==> src/rtl/muldiv_pkg.sv <==
// muldiv_pkg: op encodings, FSM states and sizing helper for the iterative multiply/divide unit.
package muldiv_pkg;
    localparam logic [2:0] OP_MULTU = 3'b000;
    localparam logic [2:0] OP_MULT  = 3'b001;
    localparam logic [2:0] OP_DIVU  = 3'b010;
    localparam logic [2:0] OP_DIV   = 3'b011;
    localparam logic [2:0] OP_MTHI  = 3'b100;
    localparam logic [2:0] OP_MTLO  = 3'b101;

    typedef enum logic [1:0] {IDLE, RUN, FIX} state_t;

    // Iteration counter runs 0..width-1.
    function automatic int cnt_w(input int width);
        return $clog2(width);
    endfunction
endpackage

==> src/rtl/muldiv_step.sv <==
// muldiv_step: one shift-add multiply step or one restoring-divide step.
module muldiv_step #(
    parameter int WIDTH = 32
) (
    input  logic             is_div,
    input  logic [WIDTH-1:0] acc,
    input  logic [WIDTH-1:0] mq,
    input  logic [WIDTH-1:0] m,
    output logic [WIDTH-1:0] acc_n,
    output logic [WIDTH-1:0] mq_n
);
    logic [WIDTH:0]   sum;
    logic [WIDTH:0]   rem_sh;
    logic [WIDTH-1:0] rem_sub;
    logic             ge;

    // Divisor of zero always "fits", so the quotient fills with ones and acc rebuilds the dividend.
    always_comb begin
        sum     = {1'b0, acc} + (mq[0] ? {1'b0, m} : '0);
        rem_sh  = {acc, mq[WIDTH-1]};
        ge      = rem_sh >= {1'b0, m};
        rem_sub = rem_sh[WIDTH-1:0] - m;
        acc_n   = is_div ? (ge ? rem_sub : rem_sh[WIDTH-1:0]) : sum[WIDTH:1];
        mq_n    = is_div ? {mq[WIDTH-2:0], ge} : {sum[0], mq[WIDTH-1:1]};
    end
endmodule

==> src/rtl/muldiv_unit.sv <==
// muldiv_unit: iterative MULT/MULTU/DIV/DIVU with HI/LO registers and MTHI/MTLO writes.
module muldiv_unit
    import muldiv_pkg::*;
#(
    parameter int WIDTH = 32
) (
    input  logic             clk,
    input  logic             reset,
    input  logic             start,
    input  logic [2:0]       op,
    input  logic [WIDTH-1:0] a,
    input  logic [WIDTH-1:0] b,
    input  logic             flush,
    output logic             busy,
    output logic             done,
    output logic             dbz,
    output logic [WIDTH-1:0] hi,
    output logic [WIDTH-1:0] lo
);
    localparam int CW = cnt_w(WIDTH);

    state_t           state_q, state_d;
    logic [CW-1:0]    cnt_q, cnt_d;
    logic [WIDTH-1:0] acc_q, acc_d, mq_q, mq_d, m_q, m_d, hi_q, hi_d, lo_q, lo_d;
    logic             is_div_q, is_div_d, neg_q, neg_d, sa_q, sa_d, dz_q, dz_d;
    logic             busy_q, busy_d, done_q, done_d, dbz_q, dbz_d;

    logic             idle_go, accept, run, commit, last, sa, sb;
    logic [WIDTH-1:0] abs_a, abs_b, step_acc, step_mq, quo, rem;
    logic [2*WIDTH-1:0] prod, prod_f;

    assign idle_go = (state_q == IDLE) & start & ~flush;
    assign accept  = idle_go & ~op[2];
    assign run     = (state_q == RUN) & ~flush;
    assign commit  = (state_q == FIX) & ~flush;
    assign last    = cnt_q == CW'(WIDTH - 1);
    assign sa      = op[0] & a[WIDTH-1];
    assign sb      = op[0] & b[WIDTH-1];
    assign abs_a   = sa ? -a : a;
    assign abs_b   = sb ? -b : b;

    muldiv_step #(.WIDTH(WIDTH)) u_step (
        .is_div (is_div_q),
        .acc    (acc_q),
        .mq     (mq_q),
        .m      (m_q),
        .acc_n  (step_acc),
        .mq_n   (step_mq)
    );

    always_ff @(posedge clk) begin
        if (reset) begin
            state_q <= IDLE;
        end else begin
            state_q <= state_d;
        end
    end

    always_comb begin
        state_d = flush ? IDLE :
                  (state_q == IDLE) ? (accept ? RUN : IDLE) :
                  (state_q == RUN) ? (last ? FIX : RUN) : IDLE;
    end

    always_comb begin
        busy_d = state_d != IDLE;
        done_d = commit;
        dbz_d  = commit & dz_q;
    end

    // Sign fixup: product/quotient follow sign(a)^sign(b), remainder follows the dividend.
    always_comb begin
        prod     = {acc_q, mq_q};
        prod_f   = neg_q ? -prod : prod;
        quo      = dz_q ? '1 : (neg_q ? -mq_q : mq_q);
        rem      = sa_q ? -acc_q : acc_q;
        cnt_d    = accept ? '0 : run ? cnt_q + CW'(1) : cnt_q;
        acc_d    = accept ? '0 : run ? step_acc : acc_q;
        mq_d     = accept ? (op[1] ? abs_a : abs_b) : run ? step_mq : mq_q;
        m_d      = accept ? (op[1] ? abs_b : abs_a) : m_q;
        is_div_d = accept ? op[1] : is_div_q;
        neg_d    = accept ? sa ^ sb : neg_q;
        sa_d     = accept ? sa : sa_q;
        dz_d     = accept ? op[1] & (b == '0) : dz_q;
        hi_d     = (idle_go & (op == OP_MTHI)) ? a :
                   commit ? (is_div_q ? rem : prod_f[2*WIDTH-1:WIDTH]) : hi_q;
        lo_d     = (idle_go & (op == OP_MTLO)) ? a :
                   commit ? (is_div_q ? quo : prod_f[WIDTH-1:0]) : lo_q;
    end

    always_ff @(posedge clk) begin
        if (reset) begin
            cnt_q    <= '0;
            acc_q    <= '0;
            mq_q     <= '0;
            m_q      <= '0;
            is_div_q <= 1'b0;
            neg_q    <= 1'b0;
            sa_q     <= 1'b0;
            dz_q     <= 1'b0;
            hi_q     <= '0;
            lo_q     <= '0;
            busy_q   <= 1'b0;
            done_q   <= 1'b0;
            dbz_q    <= 1'b0;
        end else begin
            cnt_q    <= cnt_d;
            acc_q    <= acc_d;
            mq_q     <= mq_d;
            m_q      <= m_d;
            is_div_q <= is_div_d;
            neg_q    <= neg_d;
            sa_q     <= sa_d;
            dz_q     <= dz_d;
            hi_q     <= hi_d;
            lo_q     <= lo_d;
            busy_q   <= busy_d;
            done_q   <= done_d;
            dbz_q    <= dbz_d;
        end
    end

    assign busy = busy_q;
    assign done = done_q;
    assign dbz  = dbz_q;
    assign hi   = hi_q;
    assign lo   = lo_q;
endmodule
==> config.mk <==
export PLATFORM = sky130hd
export DESIGN_NAME = muldiv_unit
export DESIGN_NICKNAME = d
export VERILOG_FILES = /design/src/rtl/muldiv_pkg.sv /design/src/rtl/muldiv_step.sv /design/src/rtl/muldiv_unit.sv
export SDC_FILE = /design/constraint.sdc
export NUM_CORES = 1
export LEC_CHECK = 0
export BUFFER_PORTS_ARGS = -buffer_cell sky130_fd_sc_hd__buf_2
export CAP_MARGIN = 20
export CORE_UTILIZATION = 45
export CTS_CLUSTER_DIAMETER = 80
export CTS_CLUSTER_SIZE = 20
export DETAILED_ROUTE_END_ITERATION = 6
export PLACE_DENSITY = 0.65
export SYNTH_ARGS = -nofsm -noshare
export SYNTH_HDL_FRONTEND = slang
export SYNTH_SLANG_ARGS = --single-unit
==> constraint.sdc <==
create_clock -name clk -period 3.6 [get_ports clk]
set_clock_uncertainty 0.2 [all_clocks]
set_input_delay 0 -clock clk [delete_from_list [all_inputs] [get_ports clk]]
set_output_delay 0 -clock clk [all_outputs]
set_load 0.01 [all_outputs]
* Word level (Yosys, flattened, before mapping)
Cells that the tools add are included.
** Word-level totals
- Flip-flop bits (word level) :: 174
- Output and inout port bits :: 67
- Input port bits :: 71
** Cells by class
- Reductions and logical operators :: 7
- Mux-type cells :: 25
- Add/sub/neg operators :: 8
- Equality and inequality tests :: 5
- Magnitude comparators :: 1
- Bitwise gates (word level) :: 14
** Operators by type and width (count)
- 32-bit two-way mux :: 19
- 32-bit negation :: 4
- 64-bit two-way mux :: 1
- 64-bit negation :: 1
- 32-bit by 33-bit adder with 33-bit output :: 1
- 33-bit by 32-bit greater-or-equal comparator with 1-bit output :: 1
- 32-bit zero test :: 1
- 32-bit subtractor :: 1
- 1-bit AND :: 11
- 2-bit two-way mux :: 4
- 2-bit nonzero test :: 4
- 3-bit == test, second input constant :: 2
- 5-bit by 1-bit adder with 5-bit output, second input constant :: 1
- 5-bit == test, second input constant :: 1
- 2-bit by 1-bit == test with 1-bit output, second input constant :: 1
- 2-bit == test, second input constant :: 1
- 2-bit zero test :: 1
- 1-bit inverter :: 2
- 2-bit OR reduction :: 1
- 1-bit two-way mux :: 1
- 1-bit bitwise XOR :: 1

* Depth between registers and ports, before layout
Gate-level depths: netlist of run 1.
- Depth in word-level cells :: 8
- Gate-level depth with buffers :: 14

* Modules after synthesis
From an unflattened synthesis of run 1, not the netlist that was laid out.
** Second synthesis, totals
- Cells, all modules :: 2040
- Area, all modules :: 15061.9 um^2
** Modules (own cells, without submodules)
- muldiv_unit :: cells an instance 1378, times used 1, sequential area each 3483.3 um^2, area an instance 10462.5 um^2
- muldiv_step :: cells an instance 662, times used 1, sequential area each 0.0 um^2, area an instance 4599.4 um^2

* Worst setup path before layout of run 1
No wires, ideal clock.
- Path type :: register to register
- Start point :: register mq_q[0]
- End point :: register acc_q[29]
- Library setup time :: 0.123 ns
- Required time :: 3.277 ns
- Path slack :: 0.279 ns
- Clock period less this slack :: 3.321 ns
- Stages on the path, launching flop included :: 14
- Arrival :: 2.999 ns
- Cell sequence :: dfxtp_1 -> inv_1 -> buf_1 -> nor2_1 -> ha_1 -> a211oi_1 -> nor2_1 -> o41a_1 -> a22oi_1 -> o31a_1 -> o21ai_0 -> a221oi_1 -> mux2i_1 -> a21oi_1
** Between the ends
- Longest elaborated chain between the ends :: 3
** RTL lines
- start: declaration :: RTL line muldiv_unit.sv:24 : logic [WIDTH-1:0] acc_q, acc_d, mq_q, mq_d, m_q, m_d, hi_q, hi_d, lo_q, lo_d;
- start signal: assignment :: RTL line muldiv_unit.sv:109 : mq_q <= mq_d;
- 32-bit two-way mux :: RTL line muldiv_step.sv:19 : sum = {1'b0, acc} + (mq[0] ? {1'b0, m} : '0);
- 32-bit by 33-bit adder with 33-bit output :: RTL line muldiv_step.sv:19
- 32-bit two-way mux :: RTL line muldiv_step.sv:23 : acc_n = is_div ? (ge ? rem_sub : rem_sh[WIDTH-1:0]) : sum[WIDTH:1];
- end signal: assignment :: RTL line muldiv_unit.sv:94 : acc_q <= '0;
- end signal: assignment :: RTL line muldiv_unit.sv:108 : acc_q <= acc_d;
- end: declaration :: RTL line muldiv_unit.sv:24
No other way between the ends.
A chain may end at the register's enable or synchronous reset.

* Worst setup path after layout of run 1
- Start point :: input port b[6]
- End point :: register m_q[31]
** Between the ends
- Longest elaborated chain between the ends :: 3
** RTL lines
- start: declaration :: RTL line muldiv_unit.sv:12 : input logic [WIDTH-1:0] b,
- 32-bit negation :: RTL line muldiv_unit.sv:40 : assign abs_b = sb ? -b : b;
- 32-bit two-way mux :: RTL line muldiv_unit.sv:40
- 32-bit two-way mux :: RTL line muldiv_unit.sv:80 : m_d = accept ? (op[1] ? abs_b : abs_a) : m_q;
- end signal: assignment :: RTL line muldiv_unit.sv:110 : m_q <= m_d;
- end: declaration :: RTL line muldiv_unit.sv:24
No other way between the ends.

==> results of run 1 <==
==> worst max-delay path by stage <==
stage / startpoint / endpoint / slack [ns]
floorplan: mq_q[0]$_SDFFE_PP0P_ / acc_q[29]$_SDFFE_PP0P_ / 0.28
global placement: mq_q[0]$_SDFFE_PP0P_ / acc_q[31]$_SDFFE_PP0P_ / 0.20
detailed placement: mq_q[0]$_SDFFE_PP0P_ / acc_q[31]$_SDFFE_PP0P_ / 0.15
CTS: b[8] / m_q[31]$_SDFFE_PP0P_ / 0.01
global route: b[6] / m_q[31]$_SDFFE_PP0P_ / -0.01
finish: b[6] / m_q[31]$_SDFFE_PP0P_ / 0.11
==> critical path, cell delays in order <==
cell and delay, ns:
dlygate4sd3_1 0.57, buf_2 0.16, nor4_2 0.28, or3b_4 0.46, or4_4 0.49, o21ai_2 0.18, nand3_1 0.09, dlygate4sd3_1 0.61
a311oi_1 0.25, dlygate4sd3_1 0.59
==> metrics by stage <==
stage,instances,TNS (ns)
floorplan,2004,0
global placement,2522,0
detailed placement,2522,0
CTS,2628,0
global route,2629,-0.0141
finish,2630,0
==> placed cells by master, fill, tap and decap left out, types with 37 or more instances in the layout <==
cell type,instances
buf_2,135
dfxtp_1,172
o211ai_1,62
nand2_1,224
ha_1,70
mux2i_1,59
nor2_1,173
nor3_1,49
o21ai_0,135
xnor2_1,88
a21oi_1,180
dlygate4sd3_1,74
a221oi_1,37
xor2_1,82
buf_4,85
inv_1,69
==> kinds of logic (layout without fill, tap and decap cells) <==
logic type               Yosys count  after routing
AND/OR/NAND/NOR                  641            641
XOR/XNOR                         170            170
AO/OA/AOI/OAI                    668            668
other                              0              1
flip-flops                       174            174
adder cells (fa/ha/maj)           72             72
multiplexers                      68             68
buffers and inverters            211            401
==> registers in the layout, indices dropped and copies added, names as in the netlist <==
name,cells
dz_q,1
done,1
cnt_q,5
state_q,2
is_div_q,1
acc_q,32
lo,32
dbz,1
m_q,32
sa_q,1
neg_q,1
hi,32
mq_q,32
busy,1
==> power groups by stage <==
stage                     sequential (mW)  clock [mW]  combinational, mW
final                                2.03        1.94               1.61
after global routing                 2.03        2.03               1.71
after CTS                            2.02        1.95               1.56
after detailed placement             2.07           0               1.49
after global placement               2.07           0               1.48
after floorplan                      2.05           0              0.976
==> cell usage after synthesis (13+ instances only) <==
| cell | count | area [um2] |
|---|---|---|
| a21oi_1 | 184 | 921 |
| o22ai_1 | 30 | 188 |
| mux2i_1 | 59 | 591 |
| nor2_1 | 177 | 664 |
| or3_1 | 18 | 113 |
| clkbuf_1 | 122 | 458 |
| nand2b_1 | 18 | 113 |
| xor2_1 | 82 | 718 |
| nor2b_1 | 18 | 113 |
| a22oi_1 | 29 | 218 |
| and2_1 | 14 | 87.6 |
| nand2_1 | 224 | 841 |
| nand3_1 | 36 | 180 |
| o21ai_0 | 136 | 681 |
| nor3_1 | 50 | 250 |
| a211oi_1 | 25 | 188 |
| dfxtp_1 | 174 | 3480 |
| o211ai_1 | 62 | 465 |
| xnor2_1 | 88 | 771 |
| o21bai_1 | 13 | 97.6 |
| a21o_1 | 26 | 195 |
| ha_1 | 70 | 876 |
| nand4_1 | 16 | 100 |
| a221oi_1 | 37 | 324 |
| o31ai_1 | 20 | 150 |
| a31oi_1 | 16 | 100 |
| nor4_1 | 13 | 81.3 |
| inv_1 | 70 | 263 |
==> final cells by class <==
class	count	area [um2]
Antenna cell	1	2.50
Timing Repair Buffer	299	2160
Tap cell	435	544
Fill cell	3054	14300
Sequential cell	174	3490
Inverter	70	263
Clock inverter	14	149
Multi-Input combinational cell	1619	10500
Clock buffer	18	429
==> timing repair <==
item,4_1_cts,5_1_grt
hold buffers,74,0
buffers inserted,0,0
resized for setup,0,16
endpoints found under the setup margin,0,17
hold endpoints to repair,132,0
==> routing by layer <==
| metal | vias to the layer above | GRT usage (%) |
|---|---|---|
| li1 | 7672 | - |
| met1 | 7716 | 47.2 |
| met2 | 848 | 52.8 |
| met3 | 164 | 5.48 |
| met4 | 0 | 18.3 |
| met5 | - | 0 |
==> metrics.yaml, run 1 <==
status:
  outcome: "finished clean"
min_path:
  hp-start: "b[10]"
  hold_depth: 5
  hp-class: "input pin to register"
  holdPathEnd: "mq_q[11]$_SDFFE_PP0P_"
floorplan:
  dieArea_um2: 33500
  io_pins: 138
  die_h_um: 183
  start_util_pct: 46.3
  placeableCoreArea_um2: 31900
  rows: 65
  die_x_um: 183
setup_path:
  r2r_slack_ns: 0.14
  timing.rr.end: "acc_q[30]$_SDFFE_PP0P_"
  path_max_fanout: 7
  arrival_ns: 3.69
  path_class: "input pin to register"
  rr_startpoint: "mq_q[0]$_SDFFE_PP0P_"
  required_ns: 3.80
  cp-start-kind: "input pin"
  r2r_cells: 13
  cp-end-kind: "register"
synth:
  avgSynthCellArea_um2: 7.36
  yosys_warnings: 0
  synthSimpleGateAreaFrac_pct: 20.6
  async_flop_share_pct: 0
  synth-xor-area-share_pct: 10.1
  muxShareOfSynthArea_pct: 4.69
  synth_fa_ha_area_share_pct: 6.21
  ys_types: 78
  netlist_area_um2: 14700
  syn_nets: 2147
  synth_cells: 2004
  synth-seq-cells: 174
  seq_area_frac_synth_pct: 23.6
  synth_top_family_by_area: "compound AO/OA/AOI/OAI gates"
  synth_edf_count: 0
  synthFlopType: "dfxtp_1"
  synth_compound_area_share_pct: 29.4
finish:
  drive_above_1_share_pct: 14.5
  stdcell_area_um2: 17600
  area_growth_pct: 19.2
  post-route-util_pct: 55.1
  nNetsFinal: 2324
place:
  portBuffers: 137
  place_area_um2: 16200
  dp_slack_ns: 0.145
  dpl.hpwl_mm: 44.7
  gp_congestion: 1.01
drt:
  first_pass_iters: 7
  drcViolationCount: 0
  first_iter_violations: 1952
  via_count: 16400
  dr_wl_met3_mm: 5.07
  detail-route-antenna-nets: 0
  wire_per_inst_um: 22.4
  routed.top_layer: "met4"
  wl_met2_mm: 25.5
  post_drt_via_cell_ratio: 6.24
  wl_mm: 59.0
  wl_met1_mm: 25.3
run:
  cap_violations: 0
power:
  power.leakage_nw: 7.07
  p_seq_share_pct: 36.3
  fin_total_pwr_mw: 5.58
  p_sw_share_pct: 35.8
  p_clk_share_pct: 34.8
  peakVddDrop_uv: 361
  p_per_area_nw_per_um2: 317
  p_switching_mw: 1.99
  p_int_mw: 3.58
  combPwrFrac_pct: 28.9
cts:
  cts.reportedPaths.clkPinSlew_ns: 0.08
  cts_tree: "done"
  clk_latency_ns: 0.46
  clk_path_buf_depth: 2
  cts-buffers-inserted: 17
  cts_root_buf: "clkbuf_16"
  cts.sinks: 174
  htreeDepth: 4
timing:
  fmax_ghz: 0.287
  rsz0062_at_grt: "yes"
  setup_viol: 0
  finalWorstSetupSlack_ns: 0.110
  finalHoldViolCount: 0
  worstMarginPinSlew_ns: 1.02
  post-route-min-period_ns: 3.49
  fin_crit_sh_pct: 96.9
  max-slew-margin-rel_pct: 32.3
  slew_viol_final: 0
  hold_ws_ns: 0.0184
grt:
  grt_antenna_before_repair: 1
  grt_use_total_pct: 34.7
  grt_overflow_total: 0
  grt_pass1_wl_mm: 88.5
  grt_max_degree: 100
  grt_pass1_vias: 15200
Power figures use the tool's default switching activity.
==> inputs of run 2 (changes only) <==
--- a/config.mk
+++ b/config.mk
@@ -5,9 +5,11 @@
 export SDC_FILE = /design/constraint.sdc
 export NUM_CORES = 1
 export LEC_CHECK = 0
+export ABC_AREA = 1
 export BUFFER_PORTS_ARGS = -buffer_cell sky130_fd_sc_hd__buf_2
 export CAP_MARGIN = 20
 export CORE_UTILIZATION = 45
+export CTS_BUF_LIST = sky130_fd_sc_hd__clkbuf_4 sky130_fd_sc_hd__clkbuf_8
 export CTS_CLUSTER_DIAMETER = 80
 export CTS_CLUSTER_SIZE = 20
 export DETAILED_ROUTE_END_ITERATION = 6
==> run 2 against run 1 <==
Synthesized cell count up 58%. Routed wire length grew 55%. Hold slack improved by 0.21 ns. Total power is 3.2% higher. Flip-flop and latch count stayed put. Maximum frequency fell by 1.8%. Via count is 43% higher. Utilization shrank 1.6 points. Global-route usage increased by 9.2 points. Clock power fell by 19%. Setup slack got worse by 0.065 ns. Die area is 21% higher. Highest routed layer unchanged.
==> metrics.yaml, run 2 <==
synth:
  synth_top_area_share_pct: 19.7
  synth_edf_count: 0
  avgSynthCellArea_um2: 5.62
  async_flop_share_pct: 0
  yosys_warnings: 0
  synth_most_common_cell: "nand2_1"
  syn_nets: 3318
  synth-seq-cells: 174
  netlist_top_cells_area: "nand2_1 20%, dfxtp_1 20%, inv_1 11%"
  ys_types: 57
  netlist_area_um2: 17800
  synth_cells: 3175
  synthFlopType: "dfxtp_1"
  seq_area_frac_synth_pct: 19.5
  synth_common_cells: "935 x nand2_1, 503 x inv_1, 339 x nand3_1"
  yosys.area.top_type: "nand2_1"
setup_path:
  crit_slowest_cell: "nor2_8"
  required_ns: 3.89
  crit_family: "simple AND/OR/NAND/NOR gates"
  critical_path.max_stage_delay_ns: 0.69
  cp_common_cell: "nand3_1"
  worstPathCellList: "nor2_1, nand3_1, nor2_4, inv_2, nor2_8, nand3_1, dlygate4sd3_1, nand3_1, nand2_1, inv_1"
  cp-end-kind: "register"
  path_class: "register to register"
  cp-start-kind: "register"
  arrival_ns: 3.84
  crit_buf_inv: 3
  path_max_fanout: 55
cts:
  post-cts-setup-buffer-count: 0
  cts_root_buf: "clkbuf_8"
  clk_path_buf_depth: 2
  htreeDepth: 4
  cts.reportedPaths.clkPinSlew_ns: 0.11
  cts_tree: "done"
  cts.sinks: 174
  cts-buffers-inserted: 17
  clk_latency_ns: 0.53
drt:
  detail-route-antenna-nets: 0
  post_drt_via_cell_ratio: 5.95
  wl_mm: 91.2
  drcViolationCount: 0
  wire_per_inst_um: 23.2
  first_iter_violations: 3681
  via_count: 23400
  first_pass_iters: 7
grt:
  grt_overflow_total: 0
  grt_pass1_wl_mm: 133
  grt_max_degree: 58
  grt_antenna_before_repair: 0
  grt_pass1_vias: 21200
  grt_use_total_pct: 43.9
power:
  peakVddDrop_uv: 250
  fin_total_pwr_mw: 5.76
  power.leakage_nw: 10.6
  p_per_area_nw_per_um2: 277
finish:
  fillCellCount: 4138
  stdcell_area_um2: 20800
  nNetsFinal: 3544
  stdcell_count: 3932
  final_cell_mix: "935 x nand2_1, 503 x inv_1, 338 x nand3_1"
  final_common_cell: "nand2_1"
  drive_above_1_share_pct: 9.70
  area_growth_pct: 16.5
  antenna_cells: 0
timing:
  max-slew-margin-rel_pct: 28.8
  fmax_ghz: 0.281
  slew_viol_final: 0
  fin_crit_sh_pct: 98.7
  finalSetupTns_ns: 0
  rsz0062_at_grt: "no"
  finalWorstSetupSlack_ns: 0.0451
  worstMarginPinSlew_ns: 1.06
  finalHoldViolCount: 0
  post-route-min-period_ns: 3.55
  setup_viol: 0
place:
  dp_cells: 3791
  dpl.hpwl_mm: 72.3
  dp_slack_ns: 0.276
  place_area_um2: 19300
  portBuffers: 137
  gp_congestion: 1.10
run:
  cap_violations: 0
floorplan:
  placeableCoreArea_um2: 38800
  start_util_pct: 45.9
  io_pins: 138
  dieArea_um2: 40400
  die_x_um: 201
  die_h_um: 201
  rows: 72
min_path:
  hp-class: "input pin to register"
status:
  outcome: "finished clean"
==> run 2: changes by cell type in the layout (fill, tap and decap cells not counted), moves of 34 or more <==
cell / delta
dlygate4sd3_1: +34
xor2_1: -40
nand2_1: +711
nand3_1: +302
o21ai_0: +80
xnor2_1: -70
nor2_1: +88
a221oi_1: -36
mux2i_1: -59
nand4_1: +37
inv_1: +434
==> run 2: through the flow <==
stage | utilization [%] | hold WS, ns
2_1_floorplan | - | -0.124
3_3_place_gp | 49.6 | 0.0503
3_5_place_dp | 49.6 | 0.0575
4_1_cts | 53.5 | 0.199
5_1_grt | 53.5 | 0.276
6_report | 53.5 | 0.226
==> run 2: metal layers <==
| metal | track usage [%] | wire [um] | part of all wire, % |
|---|---|---|---|
| met3 | 13.1 | 12500 | 14 |
| met5 | 0 | 0 | 0 |
| met4 | 21.4 | 4790 | 5.3 |
| met2 | 61.4 | 35800 | 39 |
| met1 | 60.8 | 38000 | 42 |
==> run 2: cell families (layout without fill, tap and decap cells) <==
group           after synthesis  count (layout)  share of synthesized area, %
simple gates               1711            1712                          41.5
buf+inv                     630             868                          13.8
fa+ha+maj                    72              72                          5.14
flops                       174             174                          19.5
xor+xnor                     60              60                          2.95
compound gates              528             528                          17.1
==> run 2: worst min-delay path, stage by stage <==
cell           delay (ns)
dlygate4sd3_1        0.52
buf_2                0.12
inv_1                0.08
nand4_1              0.13
o41ai_2              0.08
==> run 2: final timing paths <==
check	depth (start not counted)	endpoint	start	slack (ns)
max reg2reg	10	m_q[31]$_SDFFE_PP0P_	state_q[0]$_SDFF_PP0_	0.05
min	5	dz_q$_SDFFE_PP0P_	b[27]	0.23
max	10	m_q[31]$_SDFFE_PP0P_	state_q[0]$_SDFF_PP0_	0.05
min reg2reg	2	cnt_q[4]$_SDFFE_PP0P_	cnt_q[4]$_SDFFE_PP0P_	0.28
==> run 2: repair_timing <==
action	in CTS	in global routing
hold endpoints to repair	140	0
setup endpoints to repair	0	3
hold buffers	108	0
resized for setup	0	1
==> run 2: report_power, final <==
group / switching [mW] / internal (mW)
Clock: 0.872 / 0.697
Sequential: 0.0788 / 1.98
Combinational: 1.51 / 0.620
Total: 2.46 / 3.30
==> run 2: final cells by class <==
cell class	instances	area [um2]	share of cell area, %
tap	518	648	3.12
inverter	513	1930	9.27
sequential	174	3490	16.8
clock inverter	11	129	0.621
multi-input combinational	2372	11900	57.4
timing repair buffer	323	2360	11.4
clock buffer	21	289	1.39
